<file path="src/rtl/game_state_controller.sv">
// Match sequencer: start screen, play, level clear and game over. Turns per-pixel
// hit/door flags into per-frame life losses and runs both invulnerability timers.
module game_state_controller #(
    parameter int LIVES_INIT    = 3,
    parameter int LIVES_W       = 2,
    parameter int INVULN_FRAMES = 60,
    parameter int INVULN_W      = 8,
    parameter int END_FRAMES    = 90,
    parameter int LEVEL_W       = 3
) (
    input  logic               clk,
    input  logic               reset,
    input  logic               startOfFrame,
    input  logic               start_button,
    input  logic               player_hit,
    input  logic               player2_hit,
    input  logic               player_door_idol,
    output logic [1:0]         game_state,
    output logic [LIVES_W-1:0] lives1,
    output logic [LIVES_W-1:0] lives2,
    output logic               player_invulnerable,
    output logic               player2_invulnerable,
    output logic               player_alive,
    output logic               player2_alive,
    output logic [LEVEL_W-1:0] level,
    output logic               new_level_pulse,
    output logic               game_over
);

    localparam int END_W = $clog2(END_FRAMES + 1);

    localparam logic [LIVES_W-1:0]  LIVES_LOAD  = LIVES_W'(LIVES_INIT);
    localparam logic [INVULN_W-1:0] INVULN_LOAD = INVULN_W'(INVULN_FRAMES);
    localparam logic [END_W-1:0]    END_LOAD    = END_W'(END_FRAMES);
    localparam logic [END_W-1:0]    END_LAST    = END_W'(1);
    localparam logic [LEVEL_W-1:0]  LEVEL_MAX   = '1;

    typedef enum logic [1:0] {
        S_IDLE       = 2'd0,
        S_PLAY       = 2'd1,
        S_LEVEL_DONE = 2'd2,
        S_GAME_OVER  = 2'd3
    } state_t;

    typedef struct packed {
        logic [LIVES_W-1:0]  lives;
        logic [INVULN_W-1:0] invuln;
    } player_t;

    state_t              state, state_nxt;
    logic [LIVES_W-1:0]  lives1_nxt, lives2_nxt;
    logic [INVULN_W-1:0] invuln1, invuln2, invuln1_nxt, invuln2_nxt;
    logic [LEVEL_W-1:0]  level_nxt;
    logic [END_W-1:0]    end_cnt, end_cnt_nxt;
    logic                hit1_latch, hit2_latch, door_latch;
    logic                hit1_latch_nxt, hit2_latch_nxt, door_latch_nxt;
    logic                start_prev, start_prev_nxt;
    logic                new_level_nxt;
    logic                hit1_set, hit2_set, door_set;
    player_t             p1_upd, p2_upd;

    // One frame's worth of life/timer bookkeeping for a single player.
    function automatic player_t frame_update(input player_t cur, input logic hit);
        player_t upd;
        upd = cur;
        if (hit && cur.lives != '0) begin
            upd.lives  = cur.lives - 1'b1;
            upd.invuln = INVULN_LOAD;
        end else if (cur.invuln != '0) begin
            upd.invuln = cur.invuln - 1'b1;
        end
        return upd;
    endfunction

    assign game_state           = state;
    assign game_over            = (state == S_GAME_OVER);
    assign player_alive         = (lives1 != '0);
    assign player2_alive        = (lives2 != '0);
    assign player_invulnerable  = (invuln1 != '0);
    assign player2_invulnerable = (invuln2 != '0);

    assign hit1_set = (state == S_PLAY) && player_hit  && player_alive  && (invuln1 == '0);
    assign hit2_set = (state == S_PLAY) && player2_hit && player2_alive && (invuln2 == '0);
    assign door_set = (state == S_PLAY) && player_door_idol;

    assign p1_upd = frame_update(player_t'({lives1, invuln1}), hit1_latch);
    assign p2_upd = frame_update(player_t'({lives2, invuln2}), hit2_latch);

    always_comb begin
        // NOTE: every signal written here gets a default first, so no latch is inferred.
        state_nxt      = state;
        lives1_nxt     = lives1;
        lives2_nxt     = lives2;
        invuln1_nxt    = invuln1;
        invuln2_nxt    = invuln2;
        level_nxt      = level;
        end_cnt_nxt    = end_cnt;
        new_level_nxt  = 1'b0;
        start_prev_nxt = start_button;

        // A flag seen on the frame-start cycle itself belongs to the next frame.
        hit1_latch_nxt = (startOfFrame ? 1'b0 : hit1_latch) | hit1_set;
        hit2_latch_nxt = (startOfFrame ? 1'b0 : hit2_latch) | hit2_set;
        door_latch_nxt = (startOfFrame ? 1'b0 : door_latch) | door_set;
        if (state != S_PLAY) begin
            hit1_latch_nxt = 1'b0;
            hit2_latch_nxt = 1'b0;
            door_latch_nxt = 1'b0;
        end

        case (state)
            S_IDLE: begin
                if (start_button) begin
                    state_nxt     = S_PLAY;
                    lives1_nxt    = LIVES_LOAD;
                    lives2_nxt    = LIVES_LOAD;
                    level_nxt     = '0;
                    invuln1_nxt   = INVULN_LOAD;
                    invuln2_nxt   = INVULN_LOAD;
                    new_level_nxt = 1'b1;
                end
            end

            S_PLAY: begin
                if (startOfFrame) begin
                    lives1_nxt  = p1_upd.lives;
                    invuln1_nxt = p1_upd.invuln;
                    lives2_nxt  = p2_upd.lives;
                    invuln2_nxt = p2_upd.invuln;
                    // Losing the last life outranks reaching the door in the same frame.
                    if (p1_upd.lives == '0 && p2_upd.lives == '0) begin
                        state_nxt = S_GAME_OVER;
                    end else if (door_latch) begin
                        state_nxt   = S_LEVEL_DONE;
                        end_cnt_nxt = END_LOAD;
                    end
                end
            end

            S_LEVEL_DONE: begin
                if (startOfFrame) begin
                    if (end_cnt == END_LAST) begin
                        state_nxt     = S_PLAY;
                        end_cnt_nxt   = '0;
                        level_nxt     = (level == LEVEL_MAX) ? level : level + 1'b1;
                        new_level_nxt = 1'b1;
                        if (player_alive)  invuln1_nxt = INVULN_LOAD;
                        if (player2_alive) invuln2_nxt = INVULN_LOAD;
                    end else begin
                        end_cnt_nxt = end_cnt - 1'b1;
                    end
                end
            end

            S_GAME_OVER: begin
                if (start_button && !start_prev) begin
                    state_nxt = S_IDLE;
                end
            end

            default: state_nxt = S_IDLE;
        endcase
    end

    always_ff @(posedge clk) begin
        // NOTE: non-blocking assignments so every register updates from pre-edge values.
        if (reset) begin
            state           <= S_IDLE;
            lives1          <= '0;
            lives2          <= '0;
            invuln1         <= '0;
            invuln2         <= '0;
            level           <= '0;
            end_cnt         <= '0;
            hit1_latch      <= 1'b0;
            hit2_latch      <= 1'b0;
            door_latch      <= 1'b0;
            start_prev      <= 1'b0;
            new_level_pulse <= 1'b0;
        end else begin
            state           <= state_nxt;
            lives1          <= lives1_nxt;
            lives2          <= lives2_nxt;
            invuln1         <= invuln1_nxt;
            invuln2         <= invuln2_nxt;
            level           <= level_nxt;
            end_cnt         <= end_cnt_nxt;
            hit1_latch      <= hit1_latch_nxt;
            hit2_latch      <= hit2_latch_nxt;
            door_latch      <= door_latch_nxt;
            start_prev      <= start_prev_nxt;
            new_level_pulse <= new_level_nxt;
        end
    end

endmodule

</file>
<file path="config.mk">
export PLATFORM = sky130hd
export DESIGN_NAME = game_state_controller
export DESIGN_NICKNAME = d
export VERILOG_FILES = /design/src/rtl/game_state_controller.sv
export SDC_FILE = /design/constraint.sdc
export NUM_CORES = 1
export LEC_CHECK = 0
export BUFFER_PORTS_ARGS = -buffer_cell sky130_fd_sc_hd__buf_2
export CAP_MARGIN = 20
export CORE_MARGIN = 2
export CORE_UTILIZATION = 58
export DETAILED_ROUTE_END_ITERATION = 7
export GPL_TIMING_DRIVEN = 0
export HOLD_SLACK_MARGIN = 0.02
export PLACE_DENSITY = 0.79
export SLEW_MARGIN = 20
export SYNTH_ARGS = -nofsm -noshare
export SYNTH_HDL_FRONTEND = slang
export SYNTH_SLANG_ARGS = --single-unit
</file>
<file path="constraint.sdc">
create_clock -name clk -period 2.5 [get_ports clk]
set_clock_uncertainty 0.1 [all_clocks]
set_input_delay 0.125 -clock clk [delete_from_list [all_inputs] [get_ports clk]]
set_output_delay 0.125 -clock clk [all_outputs]
set_load 0.02 [all_outputs]
</file>
== Word level (Yosys, flattened, before mapping) ==
Index checks and enable logic that the tools add are counted.
W data, S select, Z words.
Word-level totals
  logic and storage cells: 120
  bits in registers: 37
  output and inout port bits: 15
  bits of input ports: 7
Cells by class
  add/subtract/negate cells: 6
  reductions and logical operators: 32
  muxes and demuxes: 48
  equal/unequal tests: 19
  bitwise operators: 3
Operator list (number)
  $mux W8: 13
  $pmux W8 S3: 2
  $mux W7: 5
  $mux W2: 12
  $ne A2 B2 Y1 const B: 9
  $logic_not A8 Y1: 2
  $reduce_bool A8 Y1: 2
  $sub A8 B1 Y8 const B: 2
  $pmux W7 S2: 1
  $reduce_and A7 Y1: 2
  $mux W3: 4
  $logic_and A1 B1 Y1: 11
  $reduce_and A5 Y1: 2
  $reduce_bool A2 Y1: 5
  $ne A3 B2 Y1 const B: 3
  $pmux W2 S2: 2
  $pmux W2 S4: 1
  $eq A7 B1 Y1 const B: 1
  $sub A7 B1 Y7 const B: 1
  $logic_not A2 Y1: 3
  $mux W1: 6
  $pmux W3 S2: 1
  $reduce_and A6 Y1: 1
  $eq A2 B2 Y1 const B: 2
  other kinds (11): 15

== Longest topological paths before layout ==
  depth after elaboration: 8
  depth in mapped cells: 8

== Least setup slack after synthesis ==
OpenSTA, ideal clock, no wires.
  kind: flip-flop to flip-flop
  start point: register lives2[0]
  end point: register end_cnt[5]
  path slack: 0.106 ns
  path buffers: 1
  data required time: 2.283 ns
  clock period less this slack: 2.394 ns
  arrival: 2.177 ns
  stages on the path, launching flop included: 9
  path through: dfxtp_1 inv_1 ha_1 nor2b_1 clkbuf_1 mux2_2 a41o_1 and3_1 a22o_1
On the way
  word-level cells in the longest chain between the ends: 7
  elaborated cells on any way between the ends: 8
  classes of those cells: add/sub (1); eq/ne (1); mux (1); reduce/logical (5)
RTL lines
  start: declaration: RTL line 20  | output logic [LIVES_W-1:0] lives2,
  start signal: assignment: RTL line 183  | lives2 <= lives2_nxt;
  parallel branches: the longest is 2 deep, another holds $sub A2 B1 Y2
  $mux W2 (*): RTL line 66  | if (hit && cur.lives != '0) begin
  $logic_not A2 Y1 (*): RTL line 131  | if (p1_upd.lives == '0 && p2_upd.lives == '0) begin
  $logic_and A1 B1 Y1 (*): RTL line 131
  $ne A2 B2 Y1 (no line) (*)
  $reduce_and A5 Y1 (no line) (*)
  end signal: assignment: RTL line 187  | end_cnt <= end_cnt_nxt;
  end: declaration: RTL line 54  | logic [END_W-1:0] end_cnt, end_cnt_nxt;
Mark *: on every way between the ends.
A chain may end at the register's enable or synchronous reset.

== Worst setup path after layout ==
Same ends and word-level chain as after synthesis.

==> impl_results.md <==
- Status: completed
- Root Driver: clkbuf_4
- Global Route Usage Sum: 26.14%
- Top_reg_cell synth: dfxtp_1
- Cell Count, Final, Fillers Out: 333
- Largest net degree at the start of global routing: 11
- Setup-violating endpoint count in the final report: 0
- NetSw: 0.5818 mW
- Slowest stage cell on the critical path: dfxtp_2
- Final GP Congestion: 0.8609
- Netlist Area Pre-Place: 2122 um2
- Ports: 22
- Critical path, cell by cell: inv_1, ha_1, nor2b_1, clkbuf_2, mux2_2, a41o_2, and3_1, a22o_1
- Unrepaired setup endpoints after global routing: no
- Pleak: 0.9360 nW
- # Max-Cap Violations: 0
- Post-synth EDFFs: 0
- Grt ovf: 0
- Setup CP Type: register to register
- Drt total wl: 5060 um
- Gate power share: 34.2%
- HPWL after detailed placement: 3637 um
- Syn Nets: 272
- Ys Warns: 0
- Slowest Stage Delay on Critical Path: 390 ps
- Max Buffers Root-to-Sink: 2
- Post-synth top cells: dfxtp_1 (37), nor2_1 (28), inv_1 (21), a21oi_1 (18), nand2_1 (18)
- Most common cell in the netlist: dfxtp_1
- Min cycle time layout: 2362 ps
- Final Util: 69.85%
- CP Depth: 8
- Final slew viol count: 0
- Die H: 64.49 um
- Critical Path Fanout Max: 8
- CP startpoint kind: register
- DR vias/cell: 6.054
- Via count: 2016
- Placed instance count: 322
- First-pass GRT wire length: 8487 um
- Routed len/inst: 15.20 um
- Fin crit share: 94.49%
- TritonRoute pass-1 iters: 4
- Total setup buffers inserted after CTS: 0
- Area of the core: 3416 um2
- # nets final: 304
- Post-Syn Area per Cell: 8.322 um2
- Setup TNS Final: 0 ps
- Arrival @ worst endpoint: 2500 ps
- Die width: 64.49 um
- Achievable frequency: 0.4233 GHz
- # diodes: 0
- Die Area: 4158 um2
- Netlist cell types: 56
- Yosys reg bits: 37
- Worst slew pin tran: 555.9 ps
- PortBufs: 21
- Fin worst setup slack: 137.7 ps
- Synth Instances: 255
- Layout cells sized above 1: 17.42%
- Relative slew margins: 62.94%
- Final ANT Viol Nets: 0
- Worst vdd ir: 0.4151 mV
- Top-area cell type share of the netlist area: 34.91%
- Crit path buf inv count: 2
- Cells on Worst Hold Path: 3
- Final hold vios: 0
- Cell-internal power: 0.9978 mW
- Post-place setup slack: -48.04 ps
- DRT iter0 DRCs: 168
- Synth top area cells: dfxtp_1 (35%), ha_1 (5.9%), nor2_1 (5.0%), a21oi_1 (4.2%), inv_1 (3.7%)
- Worst-Skew Late Latency: 340 ps
- Initial antenna violation count: 0
- CTS buffer count: 5
- Worst Hold Class: primary input to register
- Worst R2R Path Depth: 8
- Dominant cell type by area after synthesis: dfxtp_1
- Worst Path Required: 2640 ps
- Hold slack: 43.63 ps
- Family with the most delay on the worst path: compound AO/OA/AOI/OAI gates
- Starting Density: 62.12%
- Std-Cell Rows: 21
- Clock sink count: 37
- Clock power frac: 20.6%
- CTS tree: yes
- Part of the power in registers: 45.1%
- Asr flop ratio synth: 0%
- Number of global-route vias before repair: 1842
- Register area share after synthesis: 34.91%
- Area Growth Syn to Fin: 12.44%
- Pwr Density: 662.0 nW/um2
- Max H-tree Level: 2
- Clock transition at path regs: 110 ps
- DR DRC count: 0
- Crit. End Element: register
- Sw Share: 36.83%
-- logic make-up after synthesis --
logic type,Yosys count,synth area share [%]
AOI/OAI and AO/OA,73,25.00
xor gates and xnor gates,2,0.8256
adders and majority gates,10,5.896
buffers and inverters,29,5.542
DFF,37,34.91
muxes,6,3.125
and+or+nand+nor,98,24.71
-- placed cells by master, fill, tap and decap left out, types with 4 or more instances in the layout --
cell type,n
nor2_1,28
a211oi_1,6
a221oi_1,4
clkbuf_4,5
a311oi_1,6
clkbuf_1,5
buf_2,22
a21oi_1,18
o21ai_0,7
dlygate4sd3_1,4
nand3_1,7
ha_1,10
nor2b_1,5
inv_1,21
nand2b_1,4
nor3_1,12
dfxtp_1,36
o32ai_1,4
nand2_1,18
mux2_2,5
-- flip-flops by register name, indices dropped and copies added, names as in the netlist, 2 cells and up --
signal / count
game_state: 2
level: 3
lives2: 2
lives1: 2
invuln1: 8
invuln2: 8
end_cnt: 7
-- worst min-delay path, delay by kind of cell --
family / cells / cell delay [ps]
buffers and inverters: 1 / 170
AOI/OAI and AO/OA: 1 / 50
and+or+nand+nor: 1 / 100
-- layout make-up --
| class | count | area, um2 |
|---|---|---|
| timing repair buffer | 25 | 145.1 |
| clock buffer | 7 | 55.05 |
| tap | 46 | 57.56 |
| sequential | 37 | 742.0 |
| inverter | 21 | 78.83 |
| multi-input combinational | 189 | 1267 |
| buffer | 8 | 40.04 |
| fill | 287 | 1030 |
-- power by group through the flow --
stage,sequential [mW],combinational (mW),clock [mW]
floorplan,0.726,0.390,0
global placement,0.721,0.517,0
detailed placement,0.724,0.527,0
CTS,0.710,0.535,0.334
global route,0.722,0.602,0.354
finish,0.713,0.541,0.326
-- metal layers --
layer  vias up  part of all wire [%]  wire [um]  global-route usage [%]
met5         -                     0          0                       0
met4         0                   1.2         63                   7.447
met3         7                   5.1        260                   5.729
met2        50                    45       2278                   42.06
met1       950                    49       2458                   35.42
li1       1009                     -          -                       -
-- path summary, 6_finish.rpt --
check          startpoint    endpoint  slack, ps
min          startOfFrame  invuln1[0]         40
min reg2reg    hit1_latch  hit1_latch        380
max reg2reg     lives2[0]  end_cnt[5]        140
max             lives2[0]  end_cnt[5]        140
-- stage by stage --
step	cell area, um2	total power, mW
after global placement	2285	1.238
after detailed placement	2285	1.250
after global routing	2386	1.679
final	2386	1.580
after floorplan	2122	1.115
after CTS	2381	1.580
-- what timing repair did --
item / CTS / global route
endpoints found under the hold margin: 4 / 0
setup endpoints to repair: 2 / 2
resized for setup: 1 / 3
hold buffers: 4 / 0
Note: power is estimated with default switching activity, not from simulation.
